## src/rtl/sram_bridge_pkg.sv

```systemverilog
// sram_bridge_pkg
//   Shared types and constants for the SRAM-to-sram-like bridge family:
//   the bridge state enum, the bus transfer size encodings and the legal
//   byte-enable patterns of the CPU data port.
//   No ports (package).
package sram_bridge_pkg;

  typedef enum logic [1:0] {
    IDLE = 2'd0,
    REQ  = 2'd1,
    WAIT = 2'd2,
    DONE = 2'd3
  } state_t;

  localparam logic [1:0] SZ_BYTE = 2'd0;
  localparam logic [1:0] SZ_HALF = 2'd1;
  localparam logic [1:0] SZ_WORD = 2'd2;

  localparam logic [3:0] WEN_READ = 4'b0000;
  localparam logic [3:0] WEN_B0   = 4'b0001;
  localparam logic [3:0] WEN_B1   = 4'b0010;
  localparam logic [3:0] WEN_B2   = 4'b0100;
  localparam logic [3:0] WEN_B3   = 4'b1000;
  localparam logic [3:0] WEN_H0   = 4'b0011;
  localparam logic [3:0] WEN_H1   = 4'b1100;
  localparam logic [3:0] WEN_WORD = 4'b1111;

endpackage

```

## src/rtl/sram_wen_decode.sv

```systemverilog
// sram_wen_decode
//   Combinational decode of a 4-bit SRAM byte-write-enable into a bus
//   transfer descriptor. Shared by the data- and instruction-side bridges.
//   Ports:
//     wen         in  4  byte write enables, 0000 = read
//     addr_lo     in  2  low CPU address bits (used unchanged for reads)
//     wr          out 1  1 = write
//     size        out 2  SZ_BYTE / SZ_HALF / SZ_WORD
//     addr_lo_out out 2  low address bits to put on the bus
//     illegal     out 1  wen is not one of the legal patterns
module sram_wen_decode
  import sram_bridge_pkg::*;
(
  input  logic [3:0] wen,
  input  logic [1:0] addr_lo,
  output logic       wr,
  output logic [1:0] size,
  output logic [1:0] addr_lo_out,
  output logic       illegal
);

  always_comb begin
    wr          = (wen != WEN_READ);
    size        = SZ_WORD;
    addr_lo_out = 2'd0;
    illegal     = 1'b0;
    unique case (wen)
      WEN_READ: addr_lo_out = addr_lo;
      WEN_B0: begin size = SZ_BYTE; addr_lo_out = 2'd0; end
      WEN_B1: begin size = SZ_BYTE; addr_lo_out = 2'd1; end
      WEN_B2: begin size = SZ_BYTE; addr_lo_out = 2'd2; end
      WEN_B3: begin size = SZ_BYTE; addr_lo_out = 2'd3; end
      WEN_H0: begin size = SZ_HALF; addr_lo_out = 2'd0; end
      WEN_H1: begin size = SZ_HALF; addr_lo_out = 2'd2; end
      WEN_WORD: begin size = SZ_WORD; addr_lo_out = 2'd0; end
      // Unsupported lane mixes degrade to an aligned word write.
      default: illegal = 1'b1;
    endcase
  end

endmodule

```

## src/rtl/sram_like_bridge.sv

```systemverilog
// sram_like_bridge
//   Converts the CPU's single-cycle SRAM-style data port into a handshaked
//   sram-like bus (req/addr_ok/data_ok), one transfer in flight, stalling
//   the pipeline until the transfer completes.
//
//   state | meaning
//   ------+------------------------------------------------------------
//   IDLE  | no transfer; a cpu_en captures the request fields
//   REQ   | bus_req high, waiting for bus_addr_ok
//   WAIT  | request accepted, waiting for bus_data_ok
//   DONE  | one cycle with stall released and cpu_rdata presented
//
//   Ports:
//     clk, resetn                     clock, synchronous active-low reset
//     cpu_en/wen/addr/wdata   in      CPU SRAM-style request
//     cpu_rdata, cpu_stall    out     read data and pipeline freeze
//     bus_req/wr/size/addr/wdata out  sram-like request channel
//     bus_addr_ok, bus_data_ok, bus_rdata in  sram-like responses
//   Optional (macro SRAM_BRIDGE_PERF_EN):
//     perf_stall_cnt   out 32  stalled-cycle counter, wraps
//     perf_illegal_wen out 1   sticky, an illegal wen was issued
module sram_like_bridge
  import sram_bridge_pkg::*;
#(
  parameter int ADDR_W = 32,
  parameter int DATA_W = 32
) (
  input  logic              clk,
  input  logic              resetn,
  input  logic              cpu_en,
  input  logic [3:0]        cpu_wen,
  input  logic [ADDR_W-1:0] cpu_addr,
  input  logic [DATA_W-1:0] cpu_wdata,
  output logic [DATA_W-1:0] cpu_rdata,
  output logic              cpu_stall,
  output logic              bus_req,
  output logic              bus_wr,
  output logic [1:0]        bus_size,
  output logic [ADDR_W-1:0] bus_addr,
  output logic [DATA_W-1:0] bus_wdata,
  input  logic              bus_addr_ok,
  input  logic              bus_data_ok,
  input  logic [DATA_W-1:0] bus_rdata
`ifdef SRAM_BRIDGE_PERF_EN
  ,
  output logic [31:0]       perf_stall_cnt,
  output logic              perf_illegal_wen
`endif
);

  state_t state_q, state_d;

  logic       dec_wr;
  logic [1:0] dec_size;
  logic [1:0] dec_addr_lo;
  logic       dec_illegal;
  logic       issue;
  logic       capture;
  logic [DATA_W-1:0] rdata_buf;

  sram_wen_decode u_wen_decode (
    .wen         (cpu_wen),
    .addr_lo     (cpu_addr[1:0]),
    .wr          (dec_wr),
    .size        (dec_size),
    .addr_lo_out (dec_addr_lo),
    .illegal     (dec_illegal)
  );

  always_ff @(posedge clk) begin
    if (!resetn) state_q <= IDLE;
    else         state_q <= state_d;
  end

  always_comb begin
    state_d = state_q;
    unique case (state_q)
      IDLE: if (cpu_en)      state_d = REQ;
      REQ:  if (bus_addr_ok) state_d = WAIT;
      WAIT: if (bus_data_ok) state_d = DONE;
      DONE:                  state_d = IDLE;
      default:               state_d = IDLE;
    endcase
  end

  assign issue   = (state_q == IDLE) && cpu_en;
  // Writes complete with data_ok too, but must not disturb the read buffer.
  assign capture = (state_q == WAIT) && bus_data_ok && !bus_wr;

  always_ff @(posedge clk) begin
    if (!resetn) begin
      bus_wr    <= 1'b0;
      bus_size  <= SZ_BYTE;
      bus_addr  <= '0;
      bus_wdata <= '0;
      rdata_buf <= '0;
    end else begin
      if (issue) begin
        bus_wr    <= dec_wr;
        bus_size  <= dec_size;
        bus_addr  <= {cpu_addr[ADDR_W-1:2], dec_addr_lo};
        bus_wdata <= cpu_wdata;
      end
      if (capture) rdata_buf <= bus_rdata;
    end
  end

  assign bus_req   = resetn && (state_q == REQ);
  // The DONE cycle is the only one in which the pipeline may advance.
  assign cpu_stall = resetn && cpu_en && (state_q != DONE);
  assign cpu_rdata = rdata_buf;

`ifdef SRAM_BRIDGE_PERF_EN
  always_ff @(posedge clk) begin
    if (!resetn) begin
      perf_stall_cnt   <= 32'd0;
      perf_illegal_wen <= 1'b0;
    end else begin
      if (cpu_stall)             perf_stall_cnt   <= perf_stall_cnt + 32'd1;
      if (issue && dec_illegal)  perf_illegal_wen <= 1'b1;
    end
  end
`else
  logic unused_illegal;
  assign unused_illegal = dec_illegal;
`endif

endmodule

```

## config.mk

```make
export PLATFORM = sky130hd
export DESIGN_NAME = sram_like_bridge
export DESIGN_NICKNAME = d
export VERILOG_FILES = /design/src/rtl/sram_bridge_pkg.sv /design/src/rtl/sram_wen_decode.sv /design/src/rtl/sram_like_bridge.sv
export SDC_FILE = /design/constraint.sdc
export NUM_CORES = 1
export LEC_CHECK = 0
export BUFFER_PORTS_ARGS = -buffer_cell sky130_fd_sc_hd__buf_2
export CORE_ASPECT_RATIO = 1.4
export CORE_MARGIN = 5
export CORE_UTILIZATION = 45
export DETAILED_ROUTE_END_ITERATION = 6
export GPL_TIMING_DRIVEN = 0
export PLACE_DENSITY = 0.81
export SLEW_MARGIN = 10
export SYNTH_ARGS = -nofsm -noshare
export SYNTH_HDL_FRONTEND = slang
export SYNTH_SLANG_ARGS = --single-unit
export TNS_END_PERCENT = 100
```

## constraint.sdc

```tcl
create_clock -name clk -period 2 [get_ports clk]
set_clock_uncertainty 0.1 [all_clocks]
set_input_delay 0.2 -clock clk [delete_from_list [all_inputs] [get_ports clk]]
set_output_delay 0.2 -clock clk [all_outputs]
set_load 0.02 [all_outputs]
```

* Word level (Yosys, flattened, before mapping)
Index checks and enable logic that the tools add are counted.
Storage, ports and cells: logic and storage cells 39, bits of input ports 105, register bits after elaboration 101, output and inout port bits 101
Cells by class: reductions and logical operators 14, mux-type cells 6, equality and inequality tests 13
Operators with widths (number):
- $pmux 2 s4 | 2
- $eq 4x2->1 const B | 2
- $eq 4x4->1 const B | 2
- $ne 2x2->1 const B | 4
- $logic_and 1x1->1 | 6
- $mux 2 | 3
- $eq 2x2->1 const B | 2
- $eq 4x1->1 const B | 1
- $eq 4x3->1 const B | 1
- $logic_not 4->1 | 1
- $pmux 2 s2 | 1
- $reduce_bool 4->1 | 1
- $reduce_or 2->1 | 2
- $reduce_or 4->1 | 1
- $reduce_and 3->1 | 1
- $eq 2x1->1 const B | 1
- $logic_not 2->1 | 1
- $logic_not 1->1 | 1

* Logic depth before layout (Yosys ltp)
Gate-level depths: netlist (run 1).
depth after elaboration 3, depth in mapped cells 8, mapped depth without buffers 5

* Modules after synthesis
Synthesis (run 1) repeated with hierarchy kept, for this count alone.
Unflattened totals: cells, all modules 465, area total of the unflattened synthesis 3912.5 µm²
Modules (own cells, without submodules):
- sram_like_bridge | seq. area each 2021.9 µm², times used 1, area each 3832.4 µm², cells an instance 454
- sram_wen_decode | seq. area each 0.0 µm², times used 1, area each 80.1 µm², cells an instance 11

* Worst setup path after synthesis (run 1)
Ideal clock, no wire load.
kind register -> register, from reg state_q[0], to reg bus_size[0], period minus slack after synthesis 1.569 ns, stages on the path, launching flop included 9, slack 0.431 ns, data arrival time 1.350 ns, buffers on the path 3, setup time 0.119 ns, data required time 1.781 ns, path through dfxtp_1 > inv_1 > ha_1 > and2_2 > buf_4 > buf_6 > buf_6 > o21ai_0 > a21oi_1
On the way: word-level cells in the longest chain between the ends 2
Ends and longest elaborated chain:
- from (decl) | RTL line sram_like_bridge.sv:51 | state_t state_q, state_d;
- from (signal assigned) | RTL line sram_like_bridge.sv:72 | else state_q <= state_d;
- $logic_not 2->1 | RTL line sram_like_bridge.sv:86 | assign issue = (state_q == IDLE) && cpu_en;
- $logic_and 1x1->1 | RTL line sram_like_bridge.sv:86
- to (signal assigned) | RTL line sram_like_bridge.sv:100 | bus_size <= dec_size;
- to (decl) | RTL line sram_like_bridge.sv:38 | output logic [1:0] bus_size,
Every way passes these cells. A chain may end at the register's enable or synchronous reset.

* Final worst setup path (run 1)
from reg state_q[0], to reg rdata_buf[20], in the netlist cpu_rdata[20]
On the way: word-level cells in the longest chain between the ends 3
Ends and longest elaborated chain:
- $eq 2x2->1 | RTL line sram_like_bridge.sv:88 | assign capture = (state_q == WAIT) && bus_data_ok && !bus_wr;
- $logic_and 1x1->1 (2 in a row) | RTL line sram_like_bridge.sv:88
- to (signal assigned) | RTL line sram_like_bridge.sv:104 | if (capture) rdata_buf <= bus_rdata;
- to (decl) | RTL line sram_like_bridge.sv:59 | logic [DATA_W-1:0] rdata_buf;
Every way passes these cells.

==> results of run 1 <==
state kept, by name, summed over array words and instances, names as in the netlist:
signal     cells
bus_addr      32
bus_wr         1
bus_size       2
cpu_rdata     32
bus_wdata     32
state_q        2
metal layers:
layer | GRT usage | part of all wire | wire [um]
met1 | 0.2132 | 0.37 | 4045
met4 | 0.1068 | 0.035 | 383
met5 | 0 | 0.0017 | 19
met3 | 0.05701 | 0.093 | 1009
met2 | 0.3624 | 0.50 | 5434
power groups by stage:
stage / clock, W / sequential (W) / combinational (W)
after floorplan: 0 / 0.00289 / 0.000846
after global placement: 0 / 0.00252 / 0.00182
after detailed placement: 0 / 0.00254 / 0.00187
after CTS: 0.00202 / 0.00250 / 0.00190
after global routing: 0.00211 / 0.00254 / 0.00207
final: 0.00198 / 0.00250 / 0.00188
stage by stage:
stage,power [W],cell area [um^2]
final,0.006361,5514
after CTS,0.006417,5514
after global placement,0.004343,5025
after detailed placement,0.004410,5025
after global routing,0.006724,5514
after floorplan,0.003737,3872
worst min-delay path by stage:
stage	startpoint	end	slack, ps	cells after the start
global placement	cpu_rdata[8]$_SDFFE_PN0P_	cpu_rdata[8]$_SDFFE_PN0P_	340	2
CTS	cpu_addr[4]	bus_addr[4]$_SDFFE_PN0P_	0.1	3
global route	cpu_wdata[9]	bus_wdata[9]$_SDFFE_PN0P_	8	3
detailed placement	cpu_rdata[8]$_SDFFE_PN0P_	cpu_rdata[8]$_SDFFE_PN0P_	350	2
floorplan	cpu_wdata[26]	bus_wdata[26]$_SDFFE_PN0P_	230	2
finish	cpu_addr[4]	bus_addr[4]$_SDFFE_PN0P_	10	3
cell type report:
cell class	instances	area (um^2)	share of cell area
clock buffer	10	239.0	0.04334
tap	105	131.4	0.02383
timing repair buffer	218	1161	0.2106
sequential	101	2022	0.3667
inverter	5	18.77	0.003404
buffer	33	170.2	0.03086
multi-input combinational	319	1662	0.3013
clock inverter	6	110.1	0.01997
cells in the final DEF, fill, tap and decap left out, drive strengths merged, types with 2 or more instances in the layout:
cell         Yosys  final
buf             20    224
nand2          195    195
dfxtp          101    101
a21boi          95     95
clkbuf          13     23
dlygate4sd3      0     14
inv              5      5
o21ai            5      5
ha               4      4
nor2             3      3
bufinv           0      3
nand3            2      2
mux2i            2      2
a31oi            2      2
clkinvlp         0      2
and2             2      2
worst max-delay path: cells and delay by family (launching register included):
kind	cells	cell delay (ps)
buf+inv	2	450
flops	1	380
simple gates	2	330
fa+ha+maj	1	240
compound gates	1	210
repair_timing:
item	4_1_cts	5_1_grt
setup buffers	0	0
resized for setup	0	0
endpoints found under the setup margin	0	0
hold endpoints to repair	14	0
hold buffers	14	0
cells by family after synthesis:
group                      after synthesis  share of synthesized area
AOI/OAI and AO/OA                      107                     0.2039
xor gates and xnor gates                 1                   0.002262
adders and majority gates                4                    0.01292
buffers and inverters                   38                    0.04879
DFF                                    101                     0.5221
muxes                                    2                   0.005170
and+or+nand+nor                        205                     0.2048
==> results.cfg, run 1 <==
[setup_path]
max_stage_delay_ps = 380
critPathLaunchType = flop
cp_max_fo = 10
crit_end = cpu_rdata[20]$_SDFFE_PN0P_
slowest_stage = dfxtp_1
crit_required_ps = 2150
worstReg2RegEnd = cpu_rdata[20]$_SDFFE_PN0P_
cp_cell_sequence = inv_1 -> ha_1 -> nand3b_1 -> clkbuf_1 -> nand2_1 -> a21boi_0
r2r-start = state_q[0]$_SDFFE_PN0P_
crit_start = state_q[0]$_SDFFE_PN0P_
r2r_slack_ps = 210
path_class = flop to flop
reg2reg_depth = 6
end_kind = flop
arrival_ps = 1940

[grt]
antenna_found_initial = 1
grt_overflow = 0
grt_usage = 0.2046
grt_pass1_vias = 3872
grt_max_degree = 17
grt_pass1_wl_um = 17240

[synth]
synth_top_area_share = 0.5221
async_flop_share = 0
synth_cell_types = 26
synth-edff-count = 0
syn-cell-area_mm2 = 0.003872
synth_nets = 567
yosysMostFrequentCell = nand2_1
ys_ff_latch = 101
seq_area_frac_synth = 0.5221
synth.area.top_cells = dfxtp_1 52%, nand2_1 19%, a21boi_0 17%
synth_cells = 458
yosysWarnings = 0
synth_ff_type = dfxtp_1
avgSynthCellArea_um2 = 8.455
synth.largest_area_cell = dfxtp_1
synthTopCellsByCount = 195 x nand2_1, 101 x dfxtp_1, 87 x a21boi_0

[timing]
slew_headroom = 0.6407
setup-violations-final = 0
post-route-min-period_ps = 1791
rsz0062_at_grt = false
finalSetupTns_ps = 0
fmax_mhz = 558.4
finalCritPeriodShare = 0.8954
tightest_slew_ps = 539.0
slew_viol_final = 0
final-hold-violation-count = 0
fin_hold_ws_ps = 9.630
setup_slack_ps = 209.1

[floorplan]
die_height_um = 119.8
initial_core_util = 0.4551
die_x_um = 88.40
io_pins = 206
coreArea_mm2 = 0.008508
std_cell_rows = 40
dieArea_mm2 = 0.01059

[clock_tree]
cts_tree = built
cts_made_buffers = 9
htree_levels = 3
clk_latency_ps = 330
clkTransAtPathRegs_ps = 70
cts_root_buf = clkbuf_16
cts_buffer_depth = 2
cts.sink_count = 101

[drt]
vias_per_cell = 4.785
wl_per_cell_um = 13.66
route.detailed.drc = 0
dr_total_vias = 3814
dr.pass1.iters = 5
ant_nets = 0
drtIter0Drc = 94
wl_um = 10890

[cells_and_area]
n_antenna_cell = 0
area_delta_synth_final_pct = 42.39
drive_above_1_share = 0.3483
post-route-util = 0.6481
fillCellCount = 709
nets = 796
final_cells = 797

[place]
globalplace.congestion = 0.7970
dp_slack_ps = 198.7
portBuffers = 204
dp_cells = 767
hpwl_um = 8447

[status]
outcome = finished, final reports clean

[power]
peakVddDrop_uv = 705.1
powerDensity_mw_per_mm2 = 1154
swShare = 0.3294
pwr-share-comb = 0.296
p_leak_nw = 2.603
power_frac_clock = 0.311
p_int_w = 0.004266
p_switching_w = 0.002096
p_seq_frac = 0.393

[run]
drv_cap = 0

[hold_path]
hold_path.class = input pin to flop
(Power assumes the default switching activity.)
==> inputs of run 2 (changes only) <==
Settings changed: PLACE_DENSITY 0.81 to unset, PLACE_DENSITY_LB_ADDON set to 0.1, SYNTH_HIERARCHICAL set to 1.
==> run 2 against run 1 <==
  * Worst setup slack worse by 7.9 ps
  * Sequential power about the same
  * Critical endpoint is now bus_wdata[26]$_SDFFE_PN0P_
  * Sequential share of layout area decreased by 0.65 points
  * Synthesized cell count grew 1.1%
  * Largest cell class unchanged
  * Worst hold slack lost 0.78 ps
  * Wire length about the same
  * Non-clock buffer count is 11 higher
  * First-iteration DRC count up 3.2%
==> results.cfg, run 2 <==
[status]
outcome = finished, final reports clean

[timing]
fmax_mhz = 555.9
tightest_slew_ps = 515.9
rsz0062_at_grt = false
slew_viol_final = 0
setup-violations-final = 0
finalCritPeriodShare = 0.8994
slew_headroom = 0.6561
final-hold-violation-count = 0
post-route-min-period_ps = 1799
finalSetupTns_ps = 0

[hold_path]
hold_path.class = input pin to flop
min_from = cpu_wdata[9]

[cells_and_area]
drive_above_1_share = 0.3366
n_antenna_cell = 0
nets = 812
area_delta_synth_final_pct = 44.04
final_cells = 812
final_cell_mix = 216 x buf_2, 204 x nand2_1, 101 x dfxtp_1
final_common_cell = buf_2

[drt]
drtIter0Drc = 97
wl_per_cell_um = 13.41
dr_total_vias = 3775
dr.pass1.iters = 4
vias_per_cell = 4.649
route.detailed.drc = 0
wl_um = 10890
ant_nets = 0

[clock_tree]
cts_root_buf = clkbuf_16
clkTransAtPathRegs_ps = 70
clk_latency_ps = 330
cts_buffer_depth = 2
cts_made_buffers = 9
cts.sink_count = 101
htree_levels = 3
cts_tree = built
cts_resized = 0

[grt]
grt_usage = 0.1976
grt_max_degree = 16
grt_pass1_vias = 3629
antenna_found_initial = 0
grt_overflow = 0
grt_pass1_wl_um = 16560

[power]
p_total_w = 0.006241
p_leak_nw = 2.651
powerDensity_mw_per_mm2 = 1112
peakVddDrop_uv = 660.4

[setup_path]
crit_start = state_q[0]$_SDFFE_PN0P_
end_kind = flop
crit_required_ps = 2140
r2r-start = state_q[0]$_SDFFE_PN0P_
arrival_ps = 1940
path_class = flop to flop
cp_max_fo = 10
critPathLaunchType = flop
r2r_slack_ps = 200

[floorplan]
std_cell_rows = 40
die_height_um = 120.1
die_x_um = 88.66
io_pins = 206
coreArea_mm2 = 0.008508
dieArea_mm2 = 0.01065
initial_core_util = 0.4581

[synth]
avgSynthCellArea_um2 = 8.418
synth_nets = 572
synth_cells = 463
syn-cell-area_mm2 = 0.003897
yosysWarnings = 6

[place]
globalplace.congestion = 0.7968
dp_cells = 772
hpwl_um = 8314
portBuffers = 204

[run]
drv_cap = 0
## run 2: metal layers
metal | part of all wire | GRT usage
met2 | 0.50 | 0.3480
met4 | 0.021 | 0.07467
met3 | 0.097 | 0.06319
met1 | 0.38 | 0.2144
met5 | 0 | 0
## run 2: repair_timing
action | 4_1_cts | 5_1_grt
hold buffers | 25 | 0
setup buffers | 0 | 0
setup endpoints to repair | 0 | 0
endpoints found under the hold margin | 25 | 0
## run 2: area by class of cell
type	count	area [um^2]
Timing Repair Buffer	229	1271
Clock buffer	10	239.0
Tap cell	105	131.4
Sequential cell	101	2022
Buffer	33	168.9
Inverter	5	18.77
Fill cell	756	2894
Clock inverter	5	75.07
Multi-Input combinational cell	324	1688
## run 2: through the flow
stage	hold slack (ps)	util	setup slack, ps	cell area (um^2)
6_report	8.853	0.6599	201.3	5614
3_5_place_dp	343.3	0.5935	221.0	5050
4_1_cts	0.5546	0.6599	213.9	5614
3_3_place_gp	338.4	0.5935	331.0	5050
5_1_grt	4.947	0.6599	10.95	5614
2_1_floorplan	234.9	-	518.2	3897
## run 2: final timing paths
check | cells past startpoint | end
hold / removal | 3 | bus_wdata[9]$_SDFFE_PN0P_
setup / recovery | 7 | bus_wdata[26]$_SDFFE_PN0P_
setup reg to reg | 7 | bus_wdata[26]$_SDFFE_PN0P_
hold reg to reg | 2 | bus_wdata[24]$_SDFFE_PN0P_
## run 2: critical path, cell delays in order (launching register included)
cell and delay, ps:
dfxtp_1 380, inv_1 80, ha_1 250, nand2_1 160, buf_4 190, buf_2 240
nand2_1 90, a21boi_0 220
## run 2: report_power, final
group          leakage [nW]  internal, W  total [W]  switching (W)
registers             0.824      0.00233    0.00248       0.000155
logic                  1.67     0.000705    0.00192        0.00122
clock network         0.158      0.00112    0.00183       0.000718
total                  2.65      0.00415    0.00624        0.00209
